`config.mk`:
```
export PLATFORM = sky130hd
export DESIGN_NAME = unidade_busca
export DESIGN_NICKNAME = d
export VERILOG_FILES = /design/src/rtl/unidade_busca_pkg.sv /design/src/rtl/unidade_busca.sv
export SDC_FILE = /design/constraint.sdc
export NUM_CORES = 1
export LEC_CHECK = 0
export BUFFER_PORTS_ARGS = -buffer_cell sky130_fd_sc_hd__buf_2
export CORE_ASPECT_RATIO = 0.6
export CORE_MARGIN = 2
export CORE_UTILIZATION = 30
export DETAILED_ROUTE_END_ITERATION = 8
export GPL_ROUTABILITY_DRIVEN = 1
export GPL_TIMING_DRIVEN = 0
export HOLD_SLACK_MARGIN = 0.1
export SETUP_SLACK_MARGIN = 0.1
export SKIP_CTS_REPAIR_TIMING = 1
export SLEW_MARGIN = 20
export SYNTH_ARGS = -nofsm -noshare
export SYNTH_HDL_FRONTEND = slang
export SYNTH_SLANG_ARGS = --single-unit
```
`constraint.sdc`:
```
create_clock -name clk -period 4.6 [get_ports clk]
set_clock_uncertainty 0.05 [all_clocks]
set_input_delay 0.46 -clock clk [delete_from_list [all_inputs] [get_ports clk]]
set_output_delay 0.46 -clock clk [all_outputs]
set_load 0.03 [all_outputs]
```
`src/rtl/unidade_busca_pkg.sv`:
```
// Shared definitions for the instruction fetch unit.
// Holds the FSM encoding, datapath width and the default halt word.
// No logic; imported by the fetch top level.
package unidade_busca_pkg;

    localparam int LARGURA = 32;

    localparam logic [LARGURA-1:0] PALAVRA_PARADA_PADRAO = 32'hFFFF_FFFF;

    typedef enum logic [1:0] {
        INICIO = 2'd0,
        BUSCA  = 2'd1,
        PARADO = 2'd2
    } estado_t;

endpackage

```
`src/rtl/unidade_busca.sv`:
```
// Instruction fetch unit: owns the PC, drives the memory address and hands fetched words to decode.
// Latency: one edge from address to output register; a redirect costs one bubble cycle.
// Backpressure: pronto low freezes the output register and the PC; optional counter under UNIDADE_BUSCA_CONTADOR_EN.
module unidade_busca
    import unidade_busca_pkg::*;
#(
    parameter int                 PROFUNDIDADE   = 32,
    parameter logic [LARGURA-1:0] PC_INICIAL     = '0,
    parameter logic [LARGURA-1:0] PALAVRA_PARADA = PALAVRA_PARADA_PADRAO
) (
    input  logic               clk,
    input  logic               reset,
    output logic [LARGURA-1:0] endEntrada,
    input  logic [LARGURA-1:0] instrucao,
    input  logic               desvio,
    input  logic [LARGURA-1:0] endDesvio,
    input  logic               pronto,
    output logic               valida,
    output logic [LARGURA-1:0] instr_saida,
    output logic [LARGURA-1:0] pc_saida,
    output logic               parado,
    output logic [LARGURA-1:0] contador_instr
);

    localparam int AW = $clog2(PROFUNDIDADE);

    estado_t       estado;
    estado_t       estado_prox;
    logic [AW-1:0] pc;
    logic          carga;
    logic          eh_parada;
    logic          unused_desvio_alto;

    // Redirect wins; a halt word freezes the PC; otherwise increment, wrapping at the memory depth.
    function automatic logic [AW-1:0] pc_seguinte(
        input logic [AW-1:0] atual,
        input logic          desv,
        input logic [AW-1:0] alvo,
        input logic          parar
    );
        if (desv) begin
            return alvo;
        end else if (parar) begin
            return atual;
        end else begin
            return atual + AW'(1);
        end
    endfunction

    assign endEntrada         = {{(LARGURA-AW){1'b0}}, pc};
    assign eh_parada          = (instrucao == PALAVRA_PARADA);
    assign carga              = (estado == BUSCA) && (!valida || pronto) && !desvio;
    assign parado             = (estado == PARADO);
    // Redirect targets are taken modulo the memory depth; the high bits are intentionally dropped.
    assign unused_desvio_alto = ^endDesvio[LARGURA-1:AW];

    // State register.
    always_ff @(posedge clk or posedge reset) begin
        if (reset) begin
            estado <= INICIO;
        end else begin
            estado <= estado_prox;
        end
    end

    // Next state: redirect overrides everything, halt word parks the unit.
    always_comb begin
        estado_prox = estado;
        case (estado)
            INICIO:  estado_prox = BUSCA;
            BUSCA:   if (carga && eh_parada) estado_prox = PARADO;
            PARADO:  estado_prox = PARADO;
            default: estado_prox = INICIO;
        endcase
        if (desvio) begin
            estado_prox = BUSCA;
        end
    end

    // PC and output register: redirect flushes, load refills, handshake without reload drains.
    always_ff @(posedge clk or posedge reset) begin
        if (reset) begin
            pc          <= PC_INICIAL[AW-1:0];
            valida      <= 1'b0;
            instr_saida <= '0;
            pc_saida    <= '0;
        end else if (desvio) begin
            pc     <= pc_seguinte(pc, 1'b1, endDesvio[AW-1:0], 1'b0);
            valida <= 1'b0;
        end else if (carga) begin
            instr_saida <= instrucao;
            pc_saida    <= endEntrada;
            valida      <= 1'b1;
            pc          <= pc_seguinte(pc, 1'b0, endDesvio[AW-1:0], eh_parada);
        end else if (valida && pronto) begin
            valida <= 1'b0;
        end
    end

`ifdef UNIDADE_BUSCA_CONTADOR_EN
    logic [LARGURA-1:0] contador;

    // Count every accepted handshake, including one coinciding with a redirect.
    always_ff @(posedge clk or posedge reset) begin
        if (reset) begin
            contador <= '0;
        end else if (valida && pronto) begin
            contador <= contador + LARGURA'(1);
        end
    end

    assign contador_instr = contador;
`else
    assign contador_instr = '0;
`endif

endmodule

```
After elaboration in Yosys (flattened, before gate mapping):

Index checks and enable logic that the tools add are counted.

* register bits after elaboration: 45
* input port bits: 68
* output and inout bits: 130
* word-level logic and storage cells: 33

* add/subtract/negate cells: 1
* equal/unequal tests: 5
* multiplexer cells: 9
* bitwise operators: 1
* reductions and logical operators: 12

Operator list (number)
* $eq 32x32->1 const B: 1
* $mux 5: 3
* $pmux 2 s3: 1
* $add 5x1->5 const B: 1
* $logic_and 1x1->1: 4
* $mux 2: 2
* $reduce_and 2->1: 2
* $mux 1: 3
* $ne 3x2->1 const B: 1
* $reduce_bool 3->1: 1
* $eq 2x1->1 const B: 1
* $eq 2x2->1 const B: 1
* $logic_not 1->1: 2
* $logic_not 2->1: 1
* $ne 2x2->1 const B: 1
* $reduce_bool 2->1: 1
* $logic_or 1x1->1: 1
* $not 1->1: 1

Longest topological paths before layout:

Gate-level depths: netlist (run 1).

* depth after elaboration: 8
* depth in mapped cells: 6
* mapped depth without buffers: 6

Least setup slack after synthesis (run 1):

No wires, ideal clock.

* path kind: register to register
* start: register valida
* end: register instr_saida[10]
* setup time: 125 ps
* arrival time: 1549 ps
* required time: 4425 ps
* path slack: 2876 ps
* stages on the path, launching flop included: 6
* buffers on the path: 1
* clock period less this slack: 1724 ps
* cells stage by stage: dfrtp_1 -> nand2b_1 -> nand2_1 -> nor2_4 -> buf_2 -> mux2_2

* longest elaborated chain between the ends: 5

Ends and longest elaborated chain
* from (decl): RTL line unidade_busca.sv:18 `output logic valida,`
* from (signal assigned): RTL line unidade_busca.sv:84 `valida <= 1'b0;`
* from (signal assigned): RTL line unidade_busca.sv:89 `valida <= 1'b0;`
* from (signal assigned): RTL line unidade_busca.sv:93 `valida <= 1'b1;`
* $logic_not 1->1: RTL line unidade_busca.sv:52 `assign carga = (estado == BUSCA) && (!valida || pronto) && !desvio;`
* $logic_or 1x1->1: RTL line unidade_busca.sv:52
* $logic_and 1x1->1 (2 in series): RTL line unidade_busca.sv:52
* $reduce_and 2->1 (no line)
* to (signal assigned): RTL line unidade_busca.sv:91 `instr_saida <= instrucao;`
* to (decl): RTL line unidade_busca.sv:19 `output logic [LARGURA-1:0] instr_saida,`

Every way passes these cells.
A chain may end at the register's enable or synchronous reset.

Worst setup path after layout (run 1):

* start: register estado[1]
* end: register instr_saida[30]

* longest elaborated chain between the ends: 4

Ends and longest elaborated chain
* from (decl): RTL line unidade_busca.sv:27 `estado_t estado;`
* from (signal assigned): RTL line unidade_busca.sv:62 `estado <= estado_prox;`
* $eq 2x1->1: RTL line unidade_busca.sv:52
* $logic_and 1x1->1 (2 in series): RTL line unidade_busca.sv:52
* $reduce_and 2->1 (no line)

Every way passes these cells.

==> results of run 1 <==
[critical path, delay by kind of cell (launching register included)]
kind / cells / cell delay (ns)
DFF: 1 / 0.39
buffers and inverters: 2 / 0.41
muxes: 1 / 0.37
adders and majority gates: 1 / 0.16
and+or+nand+nor: 2 / 0.44
[sequential cells by signal (all words and copies together), names as in the netlist]
name	cells
valida	1
pc_saida	5
instr_saida	32
estado	2
pc	5
[kinds of logic (layout without fill, tap and decap cells)]
| group | after synthesis | count (layout) |
|---|---|---|
| buffers and inverters | 95 | 188 |
| DFF | 45 | 45 |
| muxes | 41 | 41 |
| and+or+nand+nor | 21 | 21 |
| AOI/OAI and AO/OA | 10 | 10 |
| adders and majority gates | 4 | 4 |
| xor gates and xnor gates | 4 | 4 |
| other | 1 | 86 |
[layout by cell type (no fill, tap or decap), types with 2 or more instances in the layout]
cell,instances
sky130_fd_sc_hd__a211oi_1,2
sky130_fd_sc_hd__a21oi_1,3
sky130_fd_sc_hd__buf_2,87
sky130_fd_sc_hd__buf_4,86
sky130_fd_sc_hd__clkbuf_1,4
sky130_fd_sc_hd__clkbuf_16,5
sky130_fd_sc_hd__conb_1,86
sky130_fd_sc_hd__dfrtp_1,45
sky130_fd_sc_hd__ha_1,4
sky130_fd_sc_hd__inv_1,4
sky130_fd_sc_hd__mux2_1,2
sky130_fd_sc_hd__mux2_2,37
sky130_fd_sc_hd__mux2i_1,2
sky130_fd_sc_hd__nand2_1,4
sky130_fd_sc_hd__nand3_1,2
sky130_fd_sc_hd__nand4_1,6
sky130_fd_sc_hd__nand4_2,2
sky130_fd_sc_hd__nor2_1,2
sky130_fd_sc_hd__nor4_4,2
sky130_fd_sc_hd__o21ai_1,2
sky130_fd_sc_hd__xnor2_1,3
[layout make-up]
cell class	count	area (µm²)	area share, %
Sequential cell	45	1130	31.2
Multi-Input combinational cell	166	1090	30.1
Clock buffer	8	136	3.77
Tap cell	112	140	3.88
Inverter	5	18.8	0.519
Timing Repair Buffer	85	440	12.2
Buffer	90	664	18.4
[report_power, final]
group / switching [mW] / internal [mW]
sequential: 0.103 / 0.588
combinational: 0.728 / 0.409
clock: 0.141 / 0.202
[synth_stat cells (2+ instances only)]
master	count
sky130_fd_sc_hd__dfrtp_1	45
sky130_fd_sc_hd__nand3_1	2
sky130_fd_sc_hd__o21ai_1	2
sky130_fd_sc_hd__nand4_1	6
sky130_fd_sc_hd__nor4_4	2
sky130_fd_sc_hd__mux2i_1	2
sky130_fd_sc_hd__buf_2	3
sky130_fd_sc_hd__xnor2_1	3
sky130_fd_sc_hd__a211oi_1	2
sky130_fd_sc_hd__ha_1	4
sky130_fd_sc_hd__nand4_2	2
sky130_fd_sc_hd__nor2_1	2
sky130_fd_sc_hd__mux2_2	37
sky130_fd_sc_hd__a21oi_1	3
sky130_fd_sc_hd__nand2_1	4
sky130_fd_sc_hd__mux2_1	2
sky130_fd_sc_hd__inv_1	5
sky130_fd_sc_hd__buf_4	86
[per-layer routing]
| metal | track usage, % | vias to the layer above |
|---|---|---|
| li1 | - | 927 |
| met1 | 15.5 | 821 |
| met2 | 16.3 | 76 |
| met3 | 4.94 | 0 |
| met4 | 2.65 | 0 |
| met5 | 0 | - |
[per-stage QoR]
stage	hold WS, ns	total power, mW	setup slack (ns)	cells	util [%]
finish	0.152	2.17	2.67	511	42.9
global route	0.185	2.31	2.50	511	42.9
CTS	0.166	2.20	2.64	511	42.9
detailed placement	0.426	1.84	2.58	503	41.3
global placement	0.416	1.82	2.37	502	41.0
floorplan	0.466	1.54	2.88	306	-
[worst paths after layout]
check                                  end  cells after the start            from  slack, ns
min in group clk                     pc[0]                      3    endDesvio[0]       0.35
max in group asynchronous            pc[3]                      3           reset       3.84
setup / recovery           instr_saida[30]                      6       estado[1]       2.67
setup reg to reg           instr_saida[30]                      6       estado[1]       2.67
hold / removal             instr_saida[15]                      2           reset       0.15
hold reg to reg             instr_saida[7]                      1  instr_saida[7]       0.44
==> results list, run 1 <==
- The first detailed-routing pass ran for 4 iterations.
- Mean instance size in the synthesized netlist: 11.7 µm²
- Total global routing track utilization: 11.3%
- Core ar.: 8430 µm²
- Pin count of the biggest net entering global routing: 25
- Using the TritonRoute via totals, the vias-per-cell ratio works out to 3.57.
* Worst EP required: 4.72 ns
- Number of buffers inserted by port buffering: 84
- The finished cells cover 3610 µm².
- In this run, the number of DRC markers left after iteration 0 of detailed routing was 37.
- Of the total synthesized cell area, the portion taken by AND, OR, NAND and NOR gates is 6.21%.
- Height of the die: 75.8 µm
* Met3 wirelength from detailed routing: 561 µm
* Complex-gate fraction of the synthesized area: 2.33%
- For the pin with the worst max-slew slack, the measured transition is 0.503 ns.
- The clock drives 45 sinks.
* Worst IR drop on VDD: 0.000357 V
- The synthesized netlist occupies a cell area of 2580 µm².
* Metal1 wirelength: 2580 µm
- Clock tree from TritonCTS: done
- The initialized floorplan defines 26 standard-cell rows.
- On the critical path, the stage with the largest delay is an instance of sky130_fd_sc_hd__dfrtp_1.
* Power density cells: 601 nW/µm²
- By startpoint and endpoint, the worst setup path is classified as reg -> reg.
- The clock period could shrink to 1.93 ns.
- The H-tree was split into 2 levels.
* Setup TNS Final: 0 ns
* Average wire length per cell after detail routing: 10.8 µm
* Clock latency on the worst-skew pair: 0.28 ns
* Fraction of the mapped netlist area in adder cells: 1.94%
- In the detailed route, the total length drawn on met2 is 2400 µm.
- Critical Path, Cell by Cell: inv_1 -> ha_1 -> nand2_1 -> nor2_4 -> buf_2 -> mux2_2
- The die covers 9370 µm².
- Yosys top cell area share: 43.7%
- In this run the deepest clock path goes through 2 buffers.
* CTS root buf: sky130_fd_sc_hd__clkbuf_16
* Worst min path class: in -> async
- Highest achievable clock rate: 0.517 GHz
- The detailed router placed 1,824 vias in this run.
* Number of global-route vias before repair: 1,595
- Most instantiated flip-flop cell in the synthesis netlist: sky130_fd_sc_hd__dfrtp_1
- Summed over all layers, the global routing overflow is 0.
- Synthesis inferred 45 register bits.
* Dominant combinational cell family by area after synthesis: buffers and inverters
- Yosys mapped a number of flops with a built-in enable equal to 0.
- 198 I/O pins were placed.
* Final worst path period share: 42.1%
* DRC violations left: 0
* Relative area change from synthesis to final layout: 40.2%
- Setup repair after global routing missed its margin: no
- Parity-gate share of the synthesized area counting xor and xnor cells: 1.36%
* Crit. End Element: register
* Setup crit start kind: register
* Inserted Diodes: 0
- Final RePlAce weighted congestion: 0.725
- The flow ran to the end, and the final reports show no timing, DRC or antenna violations.
* Count of nets after finishing: 470
- The tool flagged a number of max-cap violations equal to 0.
- Chip Width: 124 µm
- Layout cells sized above 1: 55.6%
- After synthesis, the cell types taking the most area are sky130_fd_sc_hd__dfrtp_1 44%, sky130_fd_sc_hd__buf_4 25%, sky130_fd_sc_hd__mux2_2 16%, sky130_fd_sc_hd__ha_1 1.9%, sky130_fd_sc_hd__nor4_4 1.7%.
- After detailed routing, the total wire length is 5540 µm.
- Reg clk slew, reported paths: 0.06 ns
- Fill cells: 852
* Cell area reported after detailed placement: 3480 µm²
- Buffers inserted during clock tree synthesis total 5.
- Max transition margin: 66.4%
- Share of synthesized area occupied by flip-flops and latches: 43.7%
* Top routing layer in use: met3
- Global-route wire length before repair: 7880 µm
- Half-perimeter wire length of the detailed placement result: 4630 µm
- The number of pins with negative max-slew slack in the final report is 0.
- Multiplexer cells account for 17.8% of the synthesized area.
- Counting flops with an async set or reset pin after synthesis yields a share of 100%.
* DRT antenna net count: 0
- The number of antenna violations at the first check in global routing is 0.
* Finish-stage setup viols: 0
- Synthesis Warnings: 0
- The initial utilization of the core area, before any placement, comes to 30.6%.
* Leakage component of the power: 2.01 nW
- Worst-path maximum fanout: 10
* Top cell type by total area after synthesis: sky130_fd_sc_hd__dfrtp_1
- Syn Inst Count: 221
- Final hold vios: 0
- On the worst path, the slowest cell contributes a delay of 0.39 ns.
- Data arrives at the worst endpoint at 2.05 ns.
* Count of unique library cells instantiated by Yosys: 27
Note: power is estimated with default switching activity, not from simulation.
==> run 2: changes to the inputs <==
--- a/config.mk
+++ b/config.mk
@@ -13,6 +13,7 @@
 export GPL_ROUTABILITY_DRIVEN = 1
 export GPL_TIMING_DRIVEN = 0
 export HOLD_SLACK_MARGIN = 0.1
+export PLACE_DENSITY = 0.66
 export SETUP_SLACK_MARGIN = 0.1
 export SKIP_CTS_REPAIR_TIMING = 1
 export SLEW_MARGIN = 20
==> constraint.sdc (replaced) <==
create_clock -name clk -period 1.6 [get_ports clk]
set_clock_uncertainty 0.05 [all_clocks]
set_input_delay 0.16 -clock clk [delete_from_list [all_inputs] [get_ports clk]]
set_output_delay 0.16 -clock clk [all_outputs]
set_load 0.03 [all_outputs]
==> run 2 against run 1 <==
Compared with the run above:
- global-route usage down 0.70 points
- wire length up 4.9%
- total power rose to 3.1 times the previous value
- via count up 6.7%
- register-to-register slack worse by 2.6 ns
- clock power rose to 2.9 times the previous value
- sequential power rose to 2.9 times the previous value
- flip-flop and latch count unchanged
- critical path depth up 1
==> results list, run 2 (synthesized netlist as in run 1, its figures left out) <==
* Final worst hold slack: 0.0524 ns (-0.0995 ns)
- Global-route wire length before repair: 7450 µm (-5.5%)
* Power density cells: 1640 nW/µm² (+170%)
- Initial core utilization: 30.6% (unchanged)
- The share of the clock period used by the worst path is 98.3% (+56 points).
- The static leakage was 2.22 nW (+10%).
* Crit-path max cell delay: 0.40 ns (about the same)
- Chip Width: 124 µm (unchanged)
- The violation count after the first detailed-route iteration is 21 (-43%).
* DRT antenna net count: 0 (unchanged)
- The kind of cell with the highest combined delay along the critical path is flip-flops.
- Post-layout util: 48.3% (+5.4 points)
- The DRC violation count after routing came to 0 (unchanged).
* Routed Wire Length: 5810 µm (+4.9%)
* Setup TNS Final: 0 ns (unchanged)
- Setup repair after global routing could not meet its margin everywhere.
* Half-perimeter wire length of the detailed placement result: 4530 µm (-2.1%)
- Cell type of the slowest stage on the worst timing path: sky130_fd_sc_hd__dfrtp_1
* WP buf/inv: 3 (+1)
* Highest achievable clock rate: 0.636 GHz (+23%)
- The layout cell share with drive strength beyond 1 came to 54.9% (-0.78 points).
* Worst reg2reg path depth: 7 (+1)
- The die height was 75.8 µm (unchanged).
* Number of buffers inserted by port buffering: 84 (unchanged)
* Reg-to-reg startpoint: estado[1]
- Vias: 1,947 (+6.7%)
- The H-tree depth reported by CTS was 2 (unchanged).
- Floorplan row count: 26 (unchanged)
* Total global routing track utilization: 10.6% (-0.70 points)
* Sum of overflow across all layers after global routing: 0 (unchanged)
* Final RePlAce weighted congestion: 0.708 (-2.3%)
* Hold path depth: 3
- Max FFs per register: 32 (unchanged)
* Number of global-route vias before repair: 1,521 (-4.6%)
- Leading cell type in the layout, fill and taps excluded: sky130_fd_sc_hd__buf_4
- The routed length on met3 is 445 µm (-21%).
- The required time of the worst setup path is 1.71 ns (-3.01 ns).
- The maximum number of pins on one net before global-route repair is 25 (unchanged).
- The clock latency at the later pin of the worst-skew pair was 0.28 ns (about the same).
* R2R setup slack: 0.03 ns (-2.64 ns)
* I/O pin count: 198 (unchanged)
- TritonCTS built the clock tree.
* Inserted Diodes: 0 (unchanged)
* Reg clk slew, reported paths: 0.06 ns (about the same)
* Setup crit start kind: register
- Average wire length per cell after detail routing: 10.7 µm (-1.4%)
- DIE AREA: 9370 µm² (unchanged)
- The path class of the tightest hold or removal check is in -> reg.
* Number of logic stages on the critical path including buffering: 7 (+1)
* FF-to-FF End: instr_saida[22]
- The number of clock sinks was 45 (unchanged).
- Highest-count cells in the layout ignoring fill and taps: 89 x sky130_fd_sc_hd__buf_4, 86 x sky130_fd_sc_hd__conb_1, 84 x sky130_fd_sc_hd__buf_2
- The via density per instance is 3.58 (+0.27%).
* Initial antenna violation count: 0 (unchanged)
- Max Cap Violations: 0 (unchanged)
- The routed metal-1 wire length is 2550 µm (-1.1%).
- Status: completed
- Minimum clock period after layout: 1.57 ns (-0.363 ns)
- The layout net count is 503 (+7.0%).
- The tree is rooted in a sky130_fd_sc_hd__clkbuf_16.
- The register with the most flip-flops in the final layout is instr_saida.
- The number of pins with negative max-slew slack in the final report was 0 (unchanged).
- Core ar.: 8430 µm² (unchanged)
* Critical Path, Cell by Cell: inv_2 -> ha_4 -> nand2_4 -> nor2_4 -> buf_12 -> buf_12 -> mux2_2
* Worst-path maximum fanout: 10 (unchanged)
* Met2 wire length: 2800 µm (+17%)
- Top cell by count, worst path: sky130_fd_sc_hd__buf_12
* TritonCTS Buffers: 5 (unchanged)
- Relative area change from synthesis to final layout: 58.0%
* Worst Path Arrival: 1.69 ns (-0.36 ns)
* Critical path capture point: instr_saida[22]
* Top routing layer in use: met4
- Final hold vios: 0 (unchanged)
- Worst IR drop on VDD: 0.000934 V (+160%)
- Crit. End Element: register
- Finish-stage setup viols: 0 (unchanged)
- Leading registers by flop count: instr_saida (32), pc (5), pc_saida (5)
- Clock Tree Buf Depth: 2 (unchanged)
- CP startpoint: estado[1]
- The number of detailed-route iterations in the first pass was 4 (unchanged).
- The worst setup path is of the reg -> reg kind.
run 2: worst reg2reg max path: cells and delay by family, from the launching register on:
family                     cells  cell delay, ns
DFF                            1            0.40
buffers and inverters          3            0.36
muxes                          1            0.33
and+or+nand+nor                2            0.16
adders and majority gates      1            0.14
run 2: where the power goes:
| group | switching, mW | internal (mW) |
|---|---|---|
| Clock | 0.398 | 0.581 |
| Sequential | 0.314 | 1.70 |
| Combinational | 2.17 | 1.52 |
| Total | 2.88 | 3.80 |
run 2: per-layer routing:
metal | global-route usage (%) | up-vias
met5 | 0 | -
met4 | 2.27 | 0
met3 | 4.64 | 2
met2 | 16.6 | 67
met1 | 13.6 | 885
li1 | - | 993
run 2: how the worst min path moves through the flow:
stage / end / slack (ns) / from
6_report: pc[2] / 0.05 / endDesvio[2]
5_1_grt: instr_saida[22] / 0.1 / instrucao[22]
4_1_cts: instr_saida[15] / -0.14 / reset
3_5_place_dp: instr_saida[15] / 0.17 / reset
3_3_place_gp: pc[0] / 0.33 / endDesvio[0]
2_1_floorplan: pc[2] / 0.23 / endDesvio[2]
run 2: final cells by class:
cell class,count,area (µm²)
Inverter,5,18.8
Sequential cell,45,1130
Tap cell,112,140
Multi-Input combinational cell,166,1150
Clock buffer,8,136
Timing Repair Buffer,118,790
Buffer,90,704
Fill cell,805,4350
run 2: per-stage QoR:
step	setup WS [ns]	power (mW)	area [µm²]	std cells
6_report	0.0276	6.69	4070	544
3_3_place_gp	-0.461	5.30	3500	502
4_1_cts	-0.240	6.38	3650	511
5_1_grt	-0.0299	7.09	4070	544
3_5_place_dp	-0.233	5.37	3520	503
2_1_floorplan	-0.0146	4.52	2940	306
